### src/rtl/pcpu_pkg.sv
// Shared pipeline types for the pcpu core.
// Fetch FSM encodings and reset vector live here.
package pcpu_pkg;

  typedef enum logic [1:0] {
    S_REQ  = 2'd0,
    S_WAIT = 2'd1,
    S_HOLD = 2'd2,
    S_DROP = 2'd3
  } fetch_state_t;

  localparam logic [31:0] PCPU_RESET_PC = 32'h0000_0000;

  function automatic logic [31:0] word_align(
    input logic [31:0] p
  );
    return p & 32'hFFFF_FFFC;
  endfunction

endpackage

### src/rtl/fetch_unit.sv
// Instruction fetch: one outstanding imem request,
// a hold register feeding IF/ID, redirect flushes.
module fetch_unit
  import pcpu_pkg::*;
#(
  parameter logic [31:0] RESET_PC = PCPU_RESET_PC
) (
  input  logic        clk,
  input  logic        rstn,
  input  logic        redirect_valid,
  input  logic [31:0] redirect_pc,
  output logic        imem_req_valid,
  output logic [31:0] imem_req_addr,
  input  logic        imem_req_ready,
  input  logic        imem_rsp_valid,
  input  logic [31:0] imem_rsp_data,
  output logic        if_valid,
  output logic [31:0] if_pc,
  output logic [31:0] if_instr,
  input  logic        if_ready,
  output logic [15:0] drop_cnt
);

  fetch_state_t state, state_n;
  logic [31:0] pc, pc_n;
  logic [31:0] hold;
  logic        hold_q;
  logic        req_q;
  logic        drop;
  logic        cap;
  logic [31:0] tgt;
  logic        req_fire;

  assign tgt      = word_align(redirect_pc);
  assign req_fire = req_q & imem_req_ready;

  always_comb begin
    state_n = state;
    pc_n    = pc;
    drop    = 1'b0;
    cap     = 1'b0;
    unique case (state)
      S_REQ: begin
        if (redirect_valid) begin
          pc_n    = tgt;
          state_n = req_fire ? S_DROP : S_REQ;
        end else if (req_fire) begin
          state_n = S_WAIT;
        end
      end
      S_WAIT: begin
        if (redirect_valid) begin
          pc_n    = tgt;
          drop    = imem_rsp_valid;
          state_n = imem_rsp_valid ? S_REQ : S_DROP;
        end else if (imem_rsp_valid) begin
          cap     = 1'b1;
          state_n = S_HOLD;
        end
      end
      S_HOLD: begin
        if (redirect_valid) begin
          pc_n    = tgt;
          state_n = S_REQ;
        end else if (if_ready) begin
          pc_n    = pc + 32'd4;
          state_n = S_REQ;
        end
      end
      S_DROP: begin
        if (redirect_valid) pc_n = tgt;
        if (imem_rsp_valid) begin
          drop    = 1'b1;
          state_n = S_REQ;
        end
      end
      default: state_n = S_REQ;
    endcase
  end

  // Output flags are registered off the next state.
  always_ff @(posedge clk or negedge rstn) begin
    if (!rstn) begin
      state    <= S_REQ;
      pc       <= RESET_PC;
      hold     <= 32'h0;
      hold_q   <= 1'b0;
      req_q    <= 1'b0;
      drop_cnt <= 16'h0;
    end else begin
      state  <= state_n;
      pc     <= pc_n;
      req_q  <= (state_n == S_REQ);
      hold_q <= (state_n == S_HOLD);
      if (cap) hold <= imem_rsp_data;
      if (drop && drop_cnt != 16'hFFFF)
        drop_cnt <= drop_cnt + 16'd1;
    end
  end

  assign imem_req_valid = req_q;
  assign imem_req_addr  = pc;
  assign if_valid       = hold_q & ~redirect_valid;
  assign if_pc          = pc;
  assign if_instr       = hold;

endmodule

### config.mk
export PLATFORM = sky130hd
export DESIGN_NAME = fetch_unit
export DESIGN_NICKNAME = d
export VERILOG_FILES = /design/src/rtl/pcpu_pkg.sv /design/src/rtl/fetch_unit.sv
export SDC_FILE = /design/constraint.sdc
export NUM_CORES = 1
export LEC_CHECK = 0
export CAP_MARGIN = 10
export CELL_PAD_IN_SITES_DETAIL_PLACEMENT = 0
export CELL_PAD_IN_SITES_GLOBAL_PLACEMENT = 2
export CORE_UTILIZATION = 27
export CTS_CLUSTER_DIAMETER = 30
export DETAILED_ROUTE_END_ITERATION = 8
export GPL_ROUTABILITY_DRIVEN = 0
export GPL_TIMING_DRIVEN = 0
export HOLD_SLACK_MARGIN = 0.08
export PLACE_DENSITY = 0.84
export SLEW_MARGIN = 20
export SYNTH_ARGS = -nofsm -noshare
export SYNTH_HDL_FRONTEND = slang
export SYNTH_SLANG_ARGS = --single-unit
### constraint.sdc
create_clock -name clk -period 3.1 [get_ports clk]
set_input_delay 0.31 -clock clk [delete_from_list [all_inputs] [get_ports clk]]
set_output_delay 0.31 -clock clk [all_outputs]
set_load 0.05 [all_outputs]
# Yosys cells after proc, flatten, opt, wreduce, memory -nomap -nowiden

Cells that the tools add are included.

Register bits: 84
Input bits: 70
Output and inout port bits: 114
Logic and storage cells: 42

Add/subtract/negate cells: 2
Equal/unequal tests: 7
Multiplexer cells: 19
Bitwise gates (word level): 3
Reductions and logical operators: 5

Operators by type and width:

| operator                | number |
|---|---|
| $mux W32                | 3 |
| $pmux W32 S2            | 1 |
| $add A32 B3 Y32 const B | 1 |
| $mux W2                 | 9 |
| $add A16 B1 Y16 const B | 1 |
| $ne A16 B16 Y1 const B  | 1 |
| $pmux W2 S4             | 1 |
| $eq A2 B2 Y1 const B    | 3 |
| $logic_not A2 Y1        | 2 |
| $mux W1                 | 4 |
| $ne A3 B3 Y1 const B    | 1 |
| $reduce_or A3 Y1        | 1 |
| $and A1 B1 Y1           | 2 |
| $eq A2 B1 Y1 const B    | 1 |
| $ne A2 B1 Y1 const B    | 1 |
| $pmux W1 S2             | 1 |
| $reduce_and A2 Y1       | 1 |
| $logic_and A1 B1 Y1     | 1 |
| $not A1 Y1              | 1 |

# Logic depth before layout (Yosys ltp)

Gate-level depths: netlist (run 1).

Depth in word-level cells: 5
Depth in mapped cells: 7
Gate-level depth less buffers: 6

# Worst setup path before layout (run 1)

OpenSTA, ideal clock, no wires.

Kind: register to register
Start: register drop_cnt[0]
End: register drop_cnt[1]
Library setup time: 0.125 ns
Arrival: 1.958 ns
Data required time: 2.975 ns
Slack: 1.018 ns
Cell stages (with the launch flop): 5
Path buffers: 0
Clock period less this slack: 2.082 ns
Cell sequence: dfrtp_1 -> ha_1 -> and3_2 -> a311oi_2 -> mux2_2

Cells in the longest elaborated chain, start to end: 2
Elaborated cells on any way between the ends: 3
Classes of those cells: add/sub: 1; eq/ne: 1; reduce/logical: 1

Ends and longest elaborated chain:

| item                                                                    | line             | source |
|---|---|---|
| from (decl)                                                             | fetch_unit.sv:21 | `output logic [15:0] drop_cnt` |
| from (signal assigned)                                                  | fetch_unit.sv:97 | `drop_cnt <= drop_cnt + 16'd1;` |
| parallel branches: the longest is 2 deep, another holds $add A16 B1 Y16 | --               |  |

Parallel ways; which one is timed is not known.
A chain may end at the register's enable or synchronous reset.

# Worst setup path in the final report (run 1)

Start: input redirect_valid
End: output if_valid

Cells in the longest elaborated chain, start to end: 2

Ends and longest elaborated chain:

| item          | line              | source |
|---|---|---|
| from (decl)   | fetch_unit.sv:10  | `input logic redirect_valid,` |
| $not A1 Y1    | fetch_unit.sv:103 | `assign if_valid = hold_q & ~redirect_valid;` |
| $and A1 B1 Y1 | fetch_unit.sv:103 |  |
| to (decl)     | fetch_unit.sv:17  | `output logic if_valid,` |

No other way between the ends.

==> flow_summary.toml, run 1 <==
[die]
boundary_pin_count = 184
std_cell_rows = 45
initial_cell_density_of_the_core_pct = 27.69
core_area_sq_um = 15260
die-area_sq_um = 16150
die-width_microns = 127.1
dieHeight_microns = 127.1

[routing]
finalWirelength_microns = 11780
final_ant_viol_nets = 0
dr_total_vias = 3567
drc = 0
post_drt_via_cell_ratio = 4.487
routed_wire_length_per_instance_microns = 14.82
drtIter0Drc = 82
dr_pass1_iterations = 4

[worst_setup_path]
worstRegToRegCells = 5
startpoint_type = "input pin"
reg2reg_from = "state[1]$_DFF_PN0_"
critPathCapture = "if_valid"
r2r_setup_slack_ps = 1120
timing.setup.critical_path_class = "input pin to primary output"
worstSetupEndpointType = "primary output"
cp_data_required_time_ps = 2790
timing.rr.end = "if_pc[27]$_DFFE_PN0P_"
critical_path.startpoint = "redirect_valid"
crit_fanout = 10
cp_data_arrival_time_ps = 2350

[timing]
finClkSkew_ps = 7.685
slew_violations = 0
grt_setup_unrepaired = "no"
achievable-frequency_ghz = 0.3754
hold_ws_ps = 479.6
setup_viol_count_final = 0
final_min_period_over_clock_period_pct = 85.92
max-slew-margin-rel_pct = 58.50
timing.setup.tns_ps = 0
hold_viol = 0
worstMarginPinSlew_ps = 619.8
layout_setup_ws_ps = 436.5
period_minus_slack_ps = 2663

[global_routing]
grt_max_degree = 49
grt.overflow.total = 0
track_usage_pct = 15.16
grt_pass1_wl_microns = 18890
antenna_found_initial = 1
grt_pass1_vias = 3672

[synth]
synth_enable_flop_cells = 0
synthCells = 385
synth_area_per_cell_sq_um = 10.97
yosys_warnings = 0
synth_top_area_cell = "sky130_fd_sc_hd__dfrtp_1"
synth_async_sr_flop_share_pct = 100.0
synth.lib_cells_used.distinct = 48
synth.ff_latch_count = 82
yosys.area.top_type_share_pct = 48.56
post_synth_instance_area_sq_um = 4225
main_synth_ff_type = "sky130_fd_sc_hd__dfrtp_1"
synth.yosys.seq_area_share_pct = 48.56
ys_top_cells_by_area = "sky130_fd_sc_hd__dfrtp_1 49%, sky130_fd_sc_hd__mux2_2 9.3%, sky130_fd_sc_hd__buf_4 6.0%"

[placed_design]
hpwlAfterDp_microns = 9038
place.port_buffers = 177
placement.setup.worst_slack_ps = 441.5

[final_layout]
footprint_of_the_multi_input_gates_sq_um = 1851
area.growth.synth_to_final_pct = 57.06
filler_cell_count = 1507
area.sequential_sq_um = 2052
layout-drive-gt1-share_pct = 19.21
fin_nets = 650
utilization_after_layout_pct = 43.49

[clocking]
cts_setup_buffers = 0
clk_transition_reported_paths_ps = 70
cts-root-buf = "sky130_fd_sc_hd__clkbuf_16"
cts.htree.levels = 3
cts_tree = "yes"
tritoncts_num_sinks = 82
clock_insertion_delay_worst_skew_ps = 350
cts_inserted_buffers = 9
clock_path_buffers = 2

[job]
timing.max_cap.violations = 0

[power_and_ir_drop]
share_seq_of_total_power_pct = 29.8
power.leakage_uw = 0.002746
power.clock.fraction_pct = 21.8
combinationalPowerShare_pct = 48.4
peakVddDrop_mv = 0.7071
cellPowerDensity_nw_per_um2 = 819.9
sw_frac_of_total_pct = 43.61
switching_power_uw = 2373
p_int_uw = 3068

[status]
run_status = "finished clean"

[min_path]
timing.hold.worst.class = "input pin to asynchronous set/reset pin"
==> registers in the layout, indices dropped and copies added (netlist names) <==
name / cells
drop_cnt: 16
hold_q: 1
if_instr: 32
if_pc: 30
imem_req_valid: 1
state: 2
==> critical path, cell delays in order <==
cell	delay (ps)
sky130_fd_sc_hd__clkdlybuf4s50_1	490
sky130_fd_sc_hd__buf_2	240
sky130_fd_sc_hd__buf_1	450
sky130_fd_sc_hd__nor2b_1	110
sky130_fd_sc_hd__clkdlybuf4s50_1	750
==> layout by cell type (no fill, tap or decap), types with 2 or more instances in the layout <==
cell type,Yosys,final
sky130_fd_sc_hd__nor4_4,2,2
sky130_fd_sc_hd__buf_4,34,35
sky130_fd_sc_hd__nand2_1,32,32
sky130_fd_sc_hd__buf_2,6,6
sky130_fd_sc_hd__a211oi_1,2,2
sky130_fd_sc_hd__ha_1,2,2
sky130_fd_sc_hd__o21ai_0,18,18
sky130_fd_sc_hd__a31oi_1,2,2
sky130_fd_sc_hd__inv_1,7,7
sky130_fd_sc_hd__dfrtp_1,82,82
sky130_fd_sc_hd__bufinv_16,0,2
sky130_fd_sc_hd__and3_1,6,6
sky130_fd_sc_hd__clkbuf_1,4,4
sky130_fd_sc_hd__and2_1,4,4
sky130_fd_sc_hd__xor2_1,19,19
sky130_fd_sc_hd__nand4_1,18,18
sky130_fd_sc_hd__and4_1,2,2
sky130_fd_sc_hd__a21oi_1,14,14
sky130_fd_sc_hd__o21ai_1,2,2
sky130_fd_sc_hd__nand3_1,17,17
sky130_fd_sc_hd__a221oi_1,2,2
sky130_fd_sc_hd__nor3_2,2,2
sky130_fd_sc_hd__buf_1,2,2
sky130_fd_sc_hd__mux2_2,35,35
sky130_fd_sc_hd__conb_1,1,4
sky130_fd_sc_hd__a311oi_1,3,3
sky130_fd_sc_hd__nand4_2,2,2
sky130_fd_sc_hd__clkbuf_16,0,9
sky130_fd_sc_hd__nand4_4,2,2
sky130_fd_sc_hd__nor3_1,10,10
sky130_fd_sc_hd__nand2b_1,3,3
sky130_fd_sc_hd__and3_2,2,2
sky130_fd_sc_hd__nor2b_1,4,4
sky130_fd_sc_hd__clkdlybuf4s50_1,0,176
sky130_fd_sc_hd__xnor2_1,14,14
sky130_fd_sc_hd__nor2_1,15,15
==> per-stage QoR <==
step,total power (uW),instances,cell area [sq um]
after floorplan,3338,388,4237
after global placement,4256,776,6272
after detailed placement,4289,777,6297
after CTS,5509,794,6634
after global routing,5689,794,6634
final,5441,795,6636
==> metal layers <==
metal  GRT usage (%)  routed length, microns  up-vias
met3           5.486                     953       18
li1                -                       -     1724
met2           24.31                    5453      121
met4           7.353                     280        0
met5               0                       0        -
met1           18.03                    5093     1704
==> power groups by stage <==
stage | Combinational [uW] | Sequential (uW) | Clock (uW)
2_1_floorplan | 724 | 2610 | 0
3_3_place_gp | 2630 | 1620 | 0
3_5_place_dp | 2650 | 1640 | 0
4_1_cts | 2660 | 1630 | 1220
5_1_grt | 2750 | 1670 | 1260
6_report | 2640 | 1620 | 1180
==> logic make-up after synthesis <==
| kind of cell | share of synthesized area [%] |
|---|---|
| other | 0.08875 |
| flip-flops | 48.56 |
| AND/OR/NAND/NOR | 18.30 |
| buffers and inverters | 7.906 |
| AO/OA/AOI/OAI | 8.381 |
| multiplexers | 9.328 |
| adder cells (fa/ha/maj) | 0.5921 |
| XOR/XNOR | 6.840 |
==> worst min-delay path by stage <==
stage,depth (start not counted),from,slack (ps),endpoint
3_5_place_dp,1,rstn,320,if_pc[12]$_DFFE_PN0P_
3_3_place_gp,1,if_instr[18]$_DFFE_PN0P_,490,if_instr[18]$_DFFE_PN0P_
5_1_grt,3,redirect_pc[31],520,if_pc[31]$_DFFE_PN0P_
6_report,2,rstn,480,if_pc[31]$_DFFE_PN0P_
2_1_floorplan,0,rstn,10,drop_cnt[0]$_DFFE_PN0P_
4_1_cts,2,rstn,500,if_pc[31]$_DFFE_PN0P_
==> synth_stat cells (6+ instances only) <==
cell,instances
sky130_fd_sc_hd__and3_1,6
sky130_fd_sc_hd__buf_2,6
sky130_fd_sc_hd__inv_1,7
sky130_fd_sc_hd__mux2_2,35
sky130_fd_sc_hd__a21oi_1,14
sky130_fd_sc_hd__o21ai_0,18
sky130_fd_sc_hd__xnor2_1,14
sky130_fd_sc_hd__buf_4,34
sky130_fd_sc_hd__nor3_1,10
sky130_fd_sc_hd__nand3_1,17
sky130_fd_sc_hd__xor2_1,19
sky130_fd_sc_hd__nand2_1,32
sky130_fd_sc_hd__nand4_1,18
sky130_fd_sc_hd__nor2_1,15
sky130_fd_sc_hd__dfrtp_1,82
==> cell type report <==
class	count	share of cell area, %
sequential	82	30.92
buffer	46	4.638
multi-input combinational	253	27.88
tap	211	3.978
inverter	7	0.3959
clock buffer	9	3.394
clock inverter	7	1.527
antenna	1	0.03771
timing repair buffer	179	27.22
==> what timing repair did <==
action,in CTS,in global routing
hold buffers,1,0
endpoints found under the setup margin,0,0
hold endpoints to repair,34,0
gates resized for setup,0,0
(Power assumes the default switching activity.)
==> run 2: changes to the inputs <==
--- a/config.mk
+++ b/config.mk
@@ -15,7 +15,6 @@
 export GPL_TIMING_DRIVEN = 0
 export HOLD_SLACK_MARGIN = 0.08
 export PLACE_DENSITY = 0.84
-export SLEW_MARGIN = 20
 export SYNTH_ARGS = -nofsm -noshare
 export SYNTH_HDL_FRONTEND = slang
 export SYNTH_SLANG_ARGS = --single-unit
==> results of run 2 <==
The final DEF is identical to that of run 1; final timing and power are the same.
